<file path="config.mk">
export PLATFORM = sky130hd
export DESIGN_NAME = cv32e40p_fetch_fifo_par
export DESIGN_NICKNAME = d
export VERILOG_FILES = /design/src/rtl/cv32e40p_pkg.sv /design/src/rtl/cv32e40p_fetch_fifo_par.sv
export SDC_FILE = /design/constraint.sdc
export NUM_CORES = 1
export LEC_CHECK = 0
export BUFFER_PORTS_ARGS = -buffer_cell sky130_fd_sc_hd__buf_2
export CELL_PAD_IN_SITES_DETAIL_PLACEMENT = 0
export CELL_PAD_IN_SITES_GLOBAL_PLACEMENT = 2
export CORE_MARGIN = 1.5
export CORE_UTILIZATION = 42
export CTS_CLUSTER_SIZE = 20
export DETAILED_ROUTE_END_ITERATION = 7
export PLACE_DENSITY_LB_ADDON = 0.1
export SLEW_MARGIN = 25
export SYNTH_ARGS = -nofsm -noshare
export SYNTH_HDL_FRONTEND = slang
export SYNTH_SLANG_ARGS = --single-unit
</file>
<file path="constraint.sdc">
create_clock -name clk -period 7.21 [get_ports clk]
set_input_delay 0.721 -clock clk [delete_from_list [all_inputs] [get_ports clk]]
set_output_delay 0.721 -clock clk [all_outputs]
set_load 0.01 [all_outputs]
</file>
<file path="src/rtl/cv32e40p_pkg.sv">
// rtl/cv32e40p_pkg.sv - shared constants and helpers for the cv32e40p fetch path
//
// Purpose : default prefetch FIFO depth and the even-parity helper used when
//           storing and checking fetch words.
package cv32e40p_pkg;

    localparam int FETCH_FIFO_DEPTH = 4;

    // Even parity over a fetch word: the stored bit makes the 33-bit
    // {parity, data} vector have an even number of ones.
    function automatic logic par_even(input logic [31:0] word);
        return ^word;
    endfunction

endpackage

</file>
<file path="src/rtl/cv32e40p_fetch_fifo_par.sv">
// rtl/cv32e40p_fetch_fifo_par.sv - parity-protected instruction prefetch FIFO
//
// Purpose : buffers 32-bit fetch words ahead of the instruction aligner, tags
//           each entry with an even-parity bit and flags corrupted heads.
// Ports   : clk, rst_n          clock, asynchronous active-low reset
//           flush_i             redirect, empties the FIFO in one cycle
//           in_valid_i/in_ready_o/in_rdata_i     upstream fetch handshake
//           out_valid_o/out_ready_i/out_rdata_o  aligner handshake
//           cnt_o               occupancy
//           parity_err_o        head entry fails its parity check
//           err_cnt_o           saturating count of popped corrupted entries
module cv32e40p_fetch_fifo_par
    import cv32e40p_pkg::*;
#(
    parameter int DEPTH    = FETCH_FIFO_DEPTH,
    parameter int ERRCNT_W = 8
) (
    input  logic                       clk,
    input  logic                       rst_n,
    input  logic                       flush_i,
    input  logic                       in_valid_i,
    output logic                       in_ready_o,
    input  logic [31:0]                in_rdata_i,
    output logic                       out_valid_o,
    input  logic                       out_ready_i,
    output logic [31:0]                out_rdata_o,
    output logic [$clog2(DEPTH+1)-1:0] cnt_o,
    output logic                       parity_err_o,
    output logic [ERRCNT_W-1:0]        err_cnt_o
);

    localparam int PTR_W = $clog2(DEPTH);
    localparam int CNT_W = $clog2(DEPTH + 1);
    localparam logic [CNT_W-1:0] DEPTH_C = CNT_W'(DEPTH);

    logic [32:0]         fifo_q [DEPTH];
    logic [PTR_W-1:0]    rptr_q, rptr_d;
    logic [PTR_W-1:0]    wptr_q, wptr_d;
    logic [CNT_W-1:0]    cnt_q, cnt_d;
    logic [ERRCNT_W-1:0] err_cnt_q, err_cnt_d;
    logic                push, pop;
    logic [32:0]         head;

    // Flags come from registered state only, so no input-to-output paths.
    assign in_ready_o   = (cnt_q != DEPTH_C);
    assign out_valid_o  = (cnt_q != '0);
    assign head         = fifo_q[rptr_q];
    assign out_rdata_o  = head[31:0];
    assign parity_err_o = out_valid_o && (par_even(head[31:0]) != head[32]);
    assign cnt_o        = cnt_q;
    assign err_cnt_o    = err_cnt_q;

    // Flush overrides both handshakes; a pop never frees space for a
    // same-cycle push when full because in_ready_o is registered-state only.
    assign push = in_valid_i && in_ready_o && !flush_i;
    assign pop  = out_valid_o && out_ready_i && !flush_i;

    always_comb begin
        rptr_d    = rptr_q;
        wptr_d    = wptr_q;
        cnt_d     = cnt_q;
        err_cnt_d = err_cnt_q;

        if (flush_i) begin
            rptr_d = '0;
            wptr_d = '0;
            cnt_d  = '0;
        end else begin
            if (push) wptr_d = wptr_q + 1'b1;
            if (pop)  rptr_d = rptr_q + 1'b1;
            case ({push, pop})
                2'b10:   cnt_d = cnt_q + 1'b1;
                2'b01:   cnt_d = cnt_q - 1'b1;
                default: cnt_d = cnt_q;
            endcase
        end

        if (pop && parity_err_o && (err_cnt_q != '1)) begin
            err_cnt_d = err_cnt_q + 1'b1;
        end
    end

    always_ff @(posedge clk or negedge rst_n) begin
        if (!rst_n) begin
            rptr_q    <= '0;
            wptr_q    <= '0;
            cnt_q     <= '0;
            err_cnt_q <= '0;
        end else begin
            rptr_q    <= rptr_d;
            wptr_q    <= wptr_d;
            cnt_q     <= cnt_d;
            err_cnt_q <= err_cnt_d;
        end
    end

    // Storage is deliberately not reset; only the pointers define validity.
    always_ff @(posedge clk) begin
        if (push) begin
            fifo_q[wptr_q] <= {par_even(in_rdata_i), in_rdata_i};
        end
    end

endmodule

</file>
== After elaboration in Yosys (flattened, before gate mapping) ==
Memories as Yosys holds them, arrays and structs flattened.
Cells that the tools add are included.

* Register bits after elaboration: 15
* Bits in latches: 0
* Memory bits (writable): 132
* Bits in read-only memories: 0
* Input bits: 37
* Output and inout bits: 46
* Logic and storage cells: 37
* Memories kept: 1

{| class="wikitable"
|+ Memory list
! name !! depth !! width !! rd ports !! clocked after memory_dff !! write ports !! RTL line !! RTL
|-
| fifo_q || 4 || 33 || 1 || 0 || 1 || cv32e40p_fetch_fifo_par.sv:36 || <nowiki>logic [32:0] fifo_q [DEPTH];</nowiki>
|}

* Add/sub/neg operators: 5
* Multiply operators: 0
* Divide/modulo/power cells: 0
* $lt $le $gt $ge: 0
* Equal/unequal tests: 5
* Shift-type cells: 0
* Mux-type cells: 8
* Bitwise logic cells: 0
* Reduce and logical (&&, ||, !) cells: 14

{| class="wikitable"
|+ Operators with widths
! cell !! count
|-
| 32-bit parity || 2
|-
| 8-bit by 1-bit adder with 8-bit output, second input constant || 1
|-
| 2-bit 2-to-1 mux || 4
|-
| 8-bit != test, second input constant || 1
|-
| 1-bit logical AND || 7
|-
| 3-bit one-hot mux with 2 select lines || 1
|-
| 3-bit nonzero test || 2
|-
| 2-bit by 1-bit adder with 2-bit output, second input constant || 2
|-
| 2-bit nonzero test || 2
|-
| 3-bit by 1-bit adder with 3-bit output, second input constant || 1
|-
| 3-bit 2-to-1 mux || 1
|-
| 3-bit != test, second input constant || 1
|-
| 3-bit by 1-bit subtractor with 3-bit output, second input constant || 1
|-
| 2-bit by 1-bit equality test with 1-bit output, second input constant || 1
|-
| 2-bit equality test, second input constant || 1
|-
| 1-bit 2-to-1 mux || 2
|-
| 1-bit logical NOT || 1
|-
| 1-bit != test || 1
|}

== Depth between registers and ports, before layout ==
* Depth after elaboration: 6
* Mapped depth: 11
* Gate-level depth less buffers: 8

== Worst setup path after synthesis ==
No wires, ideal clock.

* Path kind: reg2out
* Start point: register rptr_q[0]
* End point: output port parity_err_o
* Arrival time: 2.547 ns
* Required time: 6.489 ns
* Path slack: 3.942 ns
* Cell stages (with the launch flop): 10
* Buffers on the path: 3
* Cells stage by stage: dfrtp_1 buf_6 buf_12 buf_6 mux4_2 xnor2_1 xnor2_1 xor3_2 xnor2_1 and2_1

* Cells in the longest elaborated chain, start to end: 4

{| class="wikitable"
|+ Ends and longest elaborated chain
! element !! RTL line !! RTL
|-
| from (decl) || cv32e40p_fetch_fifo_par.sv:37 || <nowiki>logic [PTR_W-1:0] rptr_q, rptr_d;</nowiki>
|-
| from (signal assigned) || cv32e40p_fetch_fifo_par.sv:90 || <nowiki>rptr_q <= rptr_d;</nowiki>
|-
| memory 4 x 33 bit || n/a ||
|-
| named net out_rdata_o[8] || cv32e40p_fetch_fifo_par.sv:26 || <nowiki>output logic [31:0] out_rdata_o,</nowiki>
|-
| 32-bit parity || cv32e40p_pkg.sv:12 || <nowiki>return ^word;</nowiki>
|-
| 1-bit != test || cv32e40p_fetch_fifo_par.sv:49 || <nowiki>assign parity_err_o = out_valid_o && (par_even(head[31:0]) != head[32]);</nowiki>
|-
| 1-bit logical AND || cv32e40p_fetch_fifo_par.sv:49 ||
|-
| to (decl) || cv32e40p_fetch_fifo_par.sv:28 || <nowiki>output logic parity_err_o,</nowiki>
|}

The timed path passes the listed nets, and every way through them passes these cells.

== Final worst setup path ==
* Start point: register rptr_q[0]
* End point: output port parity_err_o

* Cells in the longest elaborated chain, start to end: 4

{| class="wikitable"
|+ Ends and longest elaborated chain
! element !! RTL line
|-
| memory 4 x 33 bit (*) || n/a
|-
| 32-bit parity || cv32e40p_pkg.sv:12
|-
| 1-bit != test (*) || cv32e40p_fetch_fifo_par.sv:49
|-
| 1-bit logical AND (*) || cv32e40p_fetch_fifo_par.sv:49
|}

Every way passes the cells marked *; elsewhere a longest branch is shown, timed or not.

==> results.md <==
- Antenna cells: 0
- Initial antenna violation count: 0
- Cts bufs inserted: 17
- Buffers and inverters on the worst path: 2
- Peak Freq: about 220 MHz
- Yosys cell types: 33
- Commonest non-fill, non-tap cell in the layout: edfxtp_1
- Share of layout cells above drive strength 1: approximately a third
- Initial core utilization: 43.4%
- H-tree Lvls: 4
- Worst min path class: input pin to async pin
- CTS Root Cell: clkbuf_16
- Actual transition at the worst max-transition pin: between 0.9 and 1 ns
- Resized cells post-CTS: 0
- Non-Filler Instances: 624
- Sum Neg Setup Slack: 0 ns
- Gate Count Post-Synth: approximately 330
- Total grt overflow: 0
- Worst slew margin: a little over a third
- Critical Path Start Type: flip-flop
- Slowest-stage cell, CP: mux4_1
- Port bufs: 82
- Setup Crit Path Kind: flip-flop to output port
- Number of global-route vias before repair: between 3000 and 4000
- CP top delay family: XOR/XNOR gates
- First-pass DRT Iterations: 8
- XOR/XNOR Fraction of Synth Area: ~11%
- Footprint of the multi-input gates: 0.00192 mm²
- DP Wirelength: ~7.7 mm
- WL final: 12.1 mm
- Critical Path, Cell by Cell: buf_4 > mux4_1 > xor2_1 > xnor2_1 > xnor2_2 > xnor3_1 > xnor2_1 > and2_1 > buf_2
- VDD IR max: approximately 0.00040 V
- Status: completed
- Hold_buf cts: 0
- Area Growth Syn to Fin: 17.9%
- DRT iter0 DRCs: ~200
- Gr usage total: around 16%
- Critical Path End Type: output port
- Clk sink count: 147
- Average size of a mapped cell: ~19 µm²
- Unrepaired setup endpoints after global routing: no
- Yosys warnings: 0
- Most frequent cells in the layout: edfxtp_1, buf_2, xnor2_1
- Crit share post-route: between 60 and 70%
- First-pass GRT wire length: 19.1 mm
- Final antenna-violating net count: 0
- DRC: 0
- Register area: about 0.0043 mm²
- Pwr Density: ~480 mW/mm²
- Cell Rows: 44
- Core outline area: approximately 0.015 mm²
- Max Root-Sink Buffers: 2
- Leakage: ~2.6 nW
- Adder-Cell Fraction of Synth Area: under 10%
- Final setup vio count: 0
- DP Cell Count: a little under 600
- Largest net degree at the start of global routing: 34
- Die area: 0.0159 mm²
- Post-Synth Simple-Gate Area: 3.33%
- Clk_lat worst skew: about 0.42 ns
- CP max FO: 24
- Post-synthesis compound-gate area fraction: less than 1%
- CP required: approximately 6.5 ns
- Pins over their slew limit: 0
- Crit-path max cell delay: ~0.67 ns
- Syn nets: between 300 and 400
- Largest family of logic cells by synthesized area: multiplexers
- Cell mode on critical path: xnor2_1
- Final worst path period need: about 4.6 ns
- Height of the die: 126 µm
- GP Congestion: 0.691
- Clock slew at reported path FFs: approximately 0.06 ns
- Chip width: around 130 µm
- Post-CTS setup buffer count: 0
- Mapped Area: approximately 0.0064 mm²
- Max Cap Viol: 0
- Clock Skews: about 0.008 ns
- Sequential share of the synthesized area: about two thirds
- Post-synthesis mux area share: ~14%
- Final nets: 470
- FF+latch count, synth: between 100 and 150
- CTS tree: done
- Wirelength per Cell: just under 20 µm
- Via/cell ratio: approximately 5.1
- CP arrival: just under 4 ns
- FILL cells: ~1200
- Via Count: 3212
- IO Pins: slightly above 80
- Final Hold Vio Count: 0
==> sequential cells by signal (all words and copies together) (netlist names) <==
register   flops
err_cnt_o      8
fifo_q       132
cnt_o          3
wptr_q         2
rptr_q         2
==> cell usage after synthesis <==
| cell type | n | area (µm²) |
|---|---|---|
| nand4_1 | 2 | 12.5 |
| xnor2_2 | 2 | 32.5 |
| mux2_4 | 1 | 15.0 |
| buf_6 | 3 | 33.8 |
| or3_1 | 1 | 6.26 |
| xor2_1 | 14 | 123 |
| nand2_1 | 10 | 37.5 |
| nand3_1 | 6 | 30.0 |
| xor3_2 | 1 | 25.0 |
| xnor3_1 | 2 | 45.0 |
| mux4_1 | 3 | 78.8 |
| xnor2_1 | 55 | 482 |
| a211oi_1 | 2 | 15.0 |
| nand2b_1 | 1 | 6.26 |
| and3_1 | 4 | 25.0 |
| buf_12 | 1 | 20.0 |
| a21oi_1 | 3 | 15.0 |
| edfxtp_1 | 132 | 3960 |
| a311oi_1 | 1 | 8.76 |
| fa_1 | 1 | 20.0 |
| and2_1 | 5 | 31.3 |
| dfrtp_1 | 15 | 375 |
| buf_4 | 2 | 15.0 |
| clkbuf_1 | 2 | 7.51 |
| mux4_2 | 30 | 676 |
| mux2_1 | 1 | 11.3 |
| buf_2 | 3 | 15.0 |
| nor2_1 | 15 | 56.3 |
| mux2i_4 | 1 | 22.5 |
| inv_1 | 2 | 7.51 |
| nor4_1 | 1 | 6.26 |
| ha_1 | 5 | 62.6 |
| mux2i_1 | 7 | 70.1 |
==> cells by family (layout without fill, tap and decap cells) <==
group	Yosys count	after routing
mux	43	43
simple gates	45	45
buf+inv	13	119
flops	147	147
fa+ha+maj	6	6
xor+xnor	74	74
compound gates	6	6
==> cell type report <==
class	instances	share of cell area [%]
timing repair buffer	85	5.78
sequential	147	58.0
inverter	2	0.100
clock buffer	20	5.83
multi-input combinational	174	25.7
clock inverter	12	1.54
tap	184	3.08
==> power by group <==
group	total (mW)	internal [mW]	switching [mW]
registers	1.07	1.02	0.0514
clock network	0.831	0.502	0.329
logic	1.70	0.836	0.863
==> per-stage QoR <==
stage | hold WS, ns | instance area [µm²] | worst slack (ns) | total power, mW | utilization (%)
final | 0.216 | 7490 | 2.57 | 3.60 | 51.1
after global placement | 0.504 | 6930 | 2.96 | 2.80 | 47.3
after CTS | 0.216 | 7480 | 2.43 | 3.63 | 51.1
after global routing | 0.233 | 7490 | 2.25 | 3.76 | 51.1
after floorplan | 0.425 | 6350 | 3.94 | 2.58 | -
after detailed placement | 0.508 | 6930 | 2.90 | 2.79 | 47.3
==> routing by layer <==
| layer | GRT usage, % | up-vias | wire, µm |
|---|---|---|---|
| met5 | 0 | - | 0 |
| met4 | 6.09 | 0 | 189 |
| met3 | 4.67 | 15 | 482 |
| met2 | 26.1 | 60 | 5840 |
| met1 | 21.7 | 1659 | 5600 |
| li1 | - | 1478 | - |
==> worst paths after layout <==
path                                               start                        to  slack [ns]  depth (start not counted)
worst min-delay path                               rst_n      cnt_o[2]$_DFFE_PN0P_        0.22                          1
min in group clk                err_cnt_o[0]$_DFFE_PN0P_  err_cnt_o[0]$_DFFE_PN0P_        0.51                          1
worst max register to register     rptr_q[0]$_DFFE_PN0P_  err_cnt_o[1]$_DFFE_PN0P_        3.40                          8
worst max-delay path               rptr_q[0]$_DFFE_PN0P_              parity_err_o        2.57                          9
max in group asynchronous                          rst_n     rptr_q[0]$_DFFE_PN0P_        6.70                          1
worst min register to register  err_cnt_o[0]$_DFFE_PN0P_  err_cnt_o[0]$_DFFE_PN0P_        0.51                          1
(Power assumes the default switching activity.)
